[config.mk]
export PLATFORM = sky130hd
export DESIGN_NAME = lc4_imem_fill_ctrl
export DESIGN_NICKNAME = d
export VERILOG_FILES = /design/src/rtl/lc4_imem_fill_ctrl.sv
export SDC_FILE = /design/constraint.sdc
export NUM_CORES = 1
export LEC_CHECK = 0
export CORE_ASPECT_RATIO = 1.2
export CORE_MARGIN = 2
export CORE_UTILIZATION = 41
export DETAILED_ROUTE_END_ITERATION = 10
export PLACE_DENSITY = 0.81
export SLEW_MARGIN = 25
export SYNTH_ARGS = -nofsm -noshare
export SYNTH_HDL_FRONTEND = slang
export SYNTH_SLANG_ARGS = --single-unit
export TNS_END_PERCENT = 10
[constraint.sdc]
create_clock -name clk -period 2.06 [get_ports clk]
set_input_delay 0.412 -clock clk [delete_from_list [all_inputs] [get_ports clk]]
set_output_delay 0.412 -clock clk [all_outputs]
set_load 0.02 [all_outputs]
[src/rtl/lc4_imem_fill_ctrl.sv]
// lc4_imem_fill_ctrl: icache miss handler holding the address for MEM_LATENCY cycles, then issuing a one-cycle fill
module lc4_imem_fill_ctrl #(
  parameter int MEM_LATENCY = 8,
  parameter int CNT_W       = 16
) (
  input  logic             clk,
  input  logic             rst,
  input  logic             gwe,
  input  logic             miss_req,
  input  logic [15:0]      miss_addr,
  output logic [15:0]      mem_iaddr,
  input  logic [15:0]      mem_idata,
  output logic             fill_valid,
  output logic [15:0]      fill_addr,
  output logic [15:0]      fill_data,
  output logic             busy,
  output logic [CNT_W-1:0] miss_cnt
);
  localparam int CW = MEM_LATENCY > 1 ? $clog2(MEM_LATENCY) : 1;
  typedef enum logic [1:0] {IDLE = 2'd0, WAIT = 2'd1, FILL = 2'd2} state_t;
  state_t            state_q, state_d;
  logic [CW-1:0]     count_q, count_d;
  logic [15:0]       req_addr_q, req_addr_d;
  logic [15:0]       fill_addr_q, fill_addr_d;
  logic [15:0]       fill_data_q, fill_data_d;
  logic [CNT_W-1:0]  miss_cnt_q, miss_cnt_d;
  // state register; gwe freezing is folded into the next-state logic
  always_ff @(posedge clk or posedge rst) begin
    if (rst) begin
      state_q     <= IDLE;
      count_q     <= '0;
      req_addr_q  <= '0;
      fill_addr_q <= '0;
      fill_data_q <= '0;
      miss_cnt_q  <= '0;
    end else begin
      state_q     <= state_d;
      count_q     <= count_d;
      req_addr_q  <= req_addr_d;
      fill_addr_q <= fill_addr_d;
      fill_data_q <= fill_data_d;
      miss_cnt_q  <= miss_cnt_d;
    end
  end
  // next state: accept from IDLE only, count down the latency, capture the word, then fill
  always_comb begin
    state_d     = state_q;
    count_d     = count_q;
    req_addr_d  = req_addr_q;
    fill_addr_d = fill_addr_q;
    fill_data_d = fill_data_q;
    miss_cnt_d  = miss_cnt_q;
    if (gwe) begin
      case (state_q)
        IDLE: if (miss_req) begin
          req_addr_d = miss_addr;
          count_d    = CW'(MEM_LATENCY - 1);
          miss_cnt_d = (miss_cnt_q != '1) ? miss_cnt_q + CNT_W'(1) : miss_cnt_q;
          state_d    = WAIT;
        end
        WAIT: if (count_q != '0) count_d = count_q - CW'(1);
        else begin
          fill_data_d = mem_idata;
          fill_addr_d = req_addr_q;
          state_d     = FILL;
        end
        default: state_d = IDLE;
      endcase
    end
  end
  assign busy       = state_q != IDLE;
  assign mem_iaddr  = busy ? req_addr_q : '0;
  assign fill_valid = (state_q == FILL) && gwe;
  assign fill_addr  = fill_addr_q;
  assign fill_data  = fill_data_q;
  assign miss_cnt   = miss_cnt_q;
endmodule

==> results_dict.tcl, run 1 <==
set metrics [dict create \
    status "complete, no violations" \
    rows 34 \
    coreArea_um2 7150 \
    endpoint_kind "output port" \
    hold_slack_ns 0.493 \
    die_y_um 97.5 \
    dp_cells 420 \
    fp.dieArea_um2 7990 \
    min_path_type "register to register" \
    drtIter0Drc 88 \
    power_leakage_nw 2.05 \
    post-dp-hpwl_um 4490 \
    antenna_found_initial 0 \
    syn_area_um2 2990 \
    synth_top_area_share_pct 57.8 \
    peakVddDrop_mv 0.732 \
    max-clock-path-buffers 2 \
    clock_latency_ns 0.34 \
    fin_cells 436 \
    fill_cells 591 \
    grt-ovfl-total 0 \
    finalSetupViolations 0 \
    final_layout_size_suffix_gt1_share_pct 24.3 \
    post-route-period-util_pct 93.2 \
    initial_utilization_pct 41.8 \
    grt_max_degree 70 \
    die_width_um 81.9 \
    synth_enable_flop_cells 0 \
    htree_levels 3 \
    io_pins 102 \
    postCtsHoldBufs 0 \
    cts_buffers 9 \
    tritoncts "yes" \
    syn_area_per_cell_um2 13.3 \
    hold_viol_final 0 \
    min_period_ns 1.92 \
    clk_pin_slew_ns 0.07 \
    synth_area_leaders "dfrtp_1 (58%), mux2_2 (18%), nor2b_1 (3.3%)" \
    finalPower_w 0.00574 \
    gp_congestion 0.808 \
    synth_most_common_cell "dfrtp_1" \
    vias_per_cell 5.04 \
    portBuffers 101 \
    grt_pass1_wl_um 10700 \
    tns_ns 0 \
    slew_headroom_pct 75.4 \
    yosys-top-cells-count "dfrtp_1 (69), mux2_2 (49), nor2b_1 (16)" \
    drc 0 \
    areaGrowthSynthToFinish_pct 47.6 \
    required_ns 1.65 \
    crit_type "register to output port" \
    clockRootBuffer "clkbuf_8" \
    wl_per_cell_um 14.5 \
    finClkSkew_ns 0.00554 \
    syn_nets 263 \
    yosysWarnings 0 \
    start_kind "register" \
    nets 380 \
    arrival_ns 1.51 \
    fin_util_pct 61.7 \
    ys_seq_area_share_pct 57.8 \
    synthArstFlopShare_pct 100 \
    track_usage_pct 17.4 \
    dr.pass1.iters 4 \
    crit_fanout 17 \
    grt_pass1_vias 2318 \
    vias 2198 \
    worstMarginPinSlew_ns 0.369 \
    diodes 0 \
    syn_inst 224 \
    max-cap-violations 0 \
    maxSlewViolCount 0 \
    p_per_area_nw_per_um2 1300 \
    fmax_mhz 521 \
    synth_seq_cells 69 \
    cts.sinks 69 \
    yosys.cell_types.count 32 \
    ant_nets 0 \
    ys.flop_type "dfrtp_1" \
    rsz0062_at_grt "no" \
    routed_wl_um 6310 \
    synth_top_cell_by_area "dfrtp_1" \
]
==> final timing paths <==
| check | start | end | slack (ns) | cells past startpoint |
|---|---|---|---|---|
| min in group asynchronous | rst | fill_data[11]$_DFFE_PP0P_ | 0.52 | 3 |
| setup reg to reg | miss_cnt[0]$_DFFE_PP0P_ | miss_cnt[1]$_DFFE_PP0P_ | 0.19 | 5 |
| max in group asynchronous | rst | miss_cnt[1]$_DFFE_PP0P_ | 1.24 | 3 |
| hold reg to reg | miss_cnt[12]$_DFFE_PP0P_ | miss_cnt[12]$_DFFE_PP0P_ | 0.49 | 1 |
| hold / removal | miss_cnt[12]$_DFFE_PP0P_ | miss_cnt[12]$_DFFE_PP0P_ | 0.49 | 1 |
| setup / recovery | state_q[0]$_DFFE_PP0P_ | mem_iaddr[12] | 0.14 | 4 |
==> per-layer routing <==
layer / GRT usage [%] / part of all wire [%] / wire length [um] / vias up
li1: - / - / - / 1023
met1: 21.4 / 40 / 2550 / 1099
met2: 28.1 / 51 / 3240 / 65
met3: 5.11 / 6.2 / 391 / 11
met4: 7.44 / 2.0 / 124 / 0
met5: 0 / 0 / 0 / -
==> area by class of cell <==
type	instances	area [um^2]	share of cell area, %
clock inverter	5	75.1	1.70
sequential	69	1730	39.1
tap	90	113	2.55
clock buffer	11	131	2.98
multi-input combinational	140	1200	27.2
timing repair buffer	114	1140	25.8
inverter	7	30.0	0.681
==> critical path: stages, from the launching register on <==
cell	delay (ns)
dfrtp_1	0.46
nor2_2	0.07
buf_12	0.16
nor2b_1	0.13
dlygate4sd2_1	0.36
==> cell families after synthesis <==
family                   Yosys count  share of synthesized area [%]
AND/OR/NAND/NOR                   64                           14.1
flip-flops                        69                           57.8
AO/OA/AOI/OAI                     10                           2.09
adder cells (fa/ha/maj)            3                           1.26
buffers and inverters             15                           2.18
multiplexers                      50                           18.8
XOR/XNOR                          13                           3.81
==> cell usage in the layout, fill, tap and decap left out, types with 6 or more instances in the layout <==
master,n
xor2_1,11
clkdlybuf4s50_1,83
dfrtp_1,69
clkbuf_8,9
buf_4,9
nor2b_1,16
dlygate4sd2_1,18
nand3_1,7
nand2_1,7
nor2_1,7
mux2_2,49
inv_1,6
==> metrics by stage <==
stage / instance area [um^2] / worst slack (ns)
3_5_place_dp: 4230 / -0.00889
3_3_place_gp: 4230 / 0.0132
5_1_grt: 4410 / 0.0258
2_1_floorplan: 2990 / 0.184
6_report: 4410 / 0.140
4_1_cts: 4410 / 0.125
==> report_power, final <==
group          total, W  switching (W)  internal (W)
Clock           0.00116       0.000486      0.000676
Sequential      0.00214       0.000300       0.00184
Combinational   0.00244        0.00116       0.00129
Total           0.00574        0.00194       0.00380
==> flip-flops by register name, indices dropped and copies added, names as in the netlist <==
register	cells
fill_data	16
state_q	2
req_addr_q	16
fill_addr	16
count_q	3
miss_cnt	16
==> timing repair <==
action,4_1_cts,5_1_grt
setup buffers,0,0
resized for setup,19,0
endpoints found under the setup margin,18,0
No activity file was read; power rests on OpenSTA's default activity.
==> run 2: changes to the inputs <==
- PLACE_DENSITY: 0.81 -> default
- PLACE_DENSITY_LB_ADDON: default -> 0.08
==> results_dict.tcl, run 2 (synthesis results as in run 1) <==
set metrics [dict create \
    slew_headroom_pct 75.9 \
    post-route-period-util_pct 91.9 \
    finClkSkew_ns 0.00835 \
    clockRootBuffer "clkbuf_8" \
    fin_cells 435 \
    crit_fanout 17 \
    portBuffers 101 \
    finalSetupViolations 0 \
    hold_viol_final 0 \
    crit_type "register to output port" \
    vias 2128 \
    fmax_mhz 528 \
    die_width_um 81.9 \
    grt_util_met3_pct 6.32 \
    min_from "miss_cnt[12]$_DFFE_PP0P_" \
    maxSlewViolCount 0 \
    die_y_um 97.5 \
    fp.dieArea_um2 7990 \
    cts_buffers 9 \
    use_met1_pct 22.0 \
    final_layout_size_suffix_gt1_share_pct 24.3 \
    wl_per_cell_um 14.6 \
    required_ns 1.65 \
    p_per_area_nw_per_um2 1320 \
    min_path_type "register to register" \
    dp_cells 419 \
    min_period_ns 1.89 \
    multi_input_area_um2 1200 \
    drc 0 \
    hold_depth 1 \
    vias_per_cell 4.89 \
    seq_area_um2 1730 \
    initial_utilization_pct 41.8 \
    areaGrowthSynthToFinish_pct 48.1 \
    nets 379 \
    arrival_ns 1.48 \
    grt_max_degree 70 \
    worstReg2RegStart "miss_cnt[0]$_DFFE_PP0P_" \
    max-clock-path-buffers 2 \
    coreArea_um2 7150 \
    top_usage_layer "met2" \
    hold_slack_ns 0.500 \
    max-cap-violations 0 \
    hold_end "miss_cnt[12]$_DFFE_PP0P_" \
    power_leakage_nw 2.04 \
    rr_worst_depth 5 \
    gr-usage-met2_pct 25.8 \
    grt_pass1_wl_um 10500 \
    rows 34 \
    antenna_found_initial 0 \
    htree_levels 3 \
    fill_cells 605 \
    status "complete, no violations" \
    grt_pass1_vias 2171 \
    final_cell_mix "clkdlybuf4s50_1 (83), dfrtp_1 (68), mux2_2 (49), dlygate4sd2_1 (18), nor2b_1 (16)" \
    clk_pin_slew_ns 0.07 \
    rsz0062_at_grt "no" \
    dpl-instance-area_um2 4220 \
    post-cts-setup-buffer-count 0 \
    endpoint_kind "output port" \
    clock_latency_ns 0.34 \
    peakVddDrop_mv 0.772 \
    worstMarginPinSlew_ns 0.362 \
    dr.pass1.iters 4 \
    diodes 0 \
    cts.sinks 69 \
    reg2reg_to "miss_cnt[1]$_DFFE_PP0P_" \
    routed_wl_um 6350 \
    grt-ovfl-total 0 \
    post-dp-hpwl_um 4350 \
    layout_commonest_cell "clkdlybuf4s50_1" \
    start_kind "register" \
    tritoncts "yes" \
    drtIter0Drc 35 \
    io_pins 102 \
    ant_nets 0 \
    gp_congestion 0.711 \
    r2r_slack_ns 0.23 \
    track_usage_pct 17.2 \
    design_area_um2 4430 \
]
[run 2: area by class of cell]
type / count / share of cell area [%]
Multi-Input combinational cell: 140 / 27.1
Sequential cell: 69 / 39.0
Tap cell: 90 / 2.54
Timing Repair Buffer: 113 / 25.5
Inverter: 7 / 0.679
Clock buffer: 13 / 3.59
Clock inverter: 3 / 1.53
[run 2: worst max-delay path by stage]
stage	slack [ns]	to	depth (start not counted)	startpoint
after global placement	-0.07	fill_valid	3	gwe
final	0.17	mem_iaddr[4]	4	state_q[0]$_DFFE_PP0P_
after global routing	0.07	mem_iaddr[4]	4	state_q[0]$_DFFE_PP0P_
after detailed placement	-0.06	fill_valid	3	gwe
after CTS	0.13	mem_iaddr[4]	4	state_q[0]$_DFFE_PP0P_
after floorplan	0.18	miss_cnt[1]$_DFFE_PP0P_	6	miss_cnt[0]$_DFFE_PP0P_
[run 2: per-stage QoR]
step                utilization [%]  setup TNS (ns)  worst slack (ns)  total power [W]
finish                         61.9               0             0.167          0.00582
global placement               59.0          -0.345           -0.0681          0.00472
CTS                            61.9               0             0.134          0.00591
global route                   61.9               0            0.0738          0.00619
floorplan                         -               0             0.184          0.00348
detailed placement             59.0          -0.543           -0.0557          0.00478
[run 2: critical path, stage by stage (launching register included)]
cell and delay [ns]:
dfrtp_2 0.45, nor2_2 0.14, buf_12 0.17, nor2b_1 0.07, dlygate4sd2_1 0.32
[run 2: repair_timing]
item | 4_1_cts | 5_1_grt
endpoints found under the setup margin | 18 | 0
hold buffers | 0 | 0
gates resized for setup | 20 | 0
[run 2: layer usage]
| layer | wire length (um) | part of all wire [%] | up-vias |
|---|---|---|---|
| met4 | 119 | 1.9 | 0 |
| met5 | 0 | 0 | - |
| li1 | - | - | 1015 |
| met1 | 2690 | 42 | 1035 |
| met3 | 510 | 8.0 | 12 |
| met2 | 3020 | 48 | 66 |
[run 2: power breakdown]
group,leakage (nW),total (W),internal [W],switching [W]
clock network,0.110,0.00125,0.000750,0.000496
logic,1.06,0.00245,0.00128,0.00117
registers,0.879,0.00213,0.00184,0.000289
total,2.04,0.00582,0.00387,0.00195
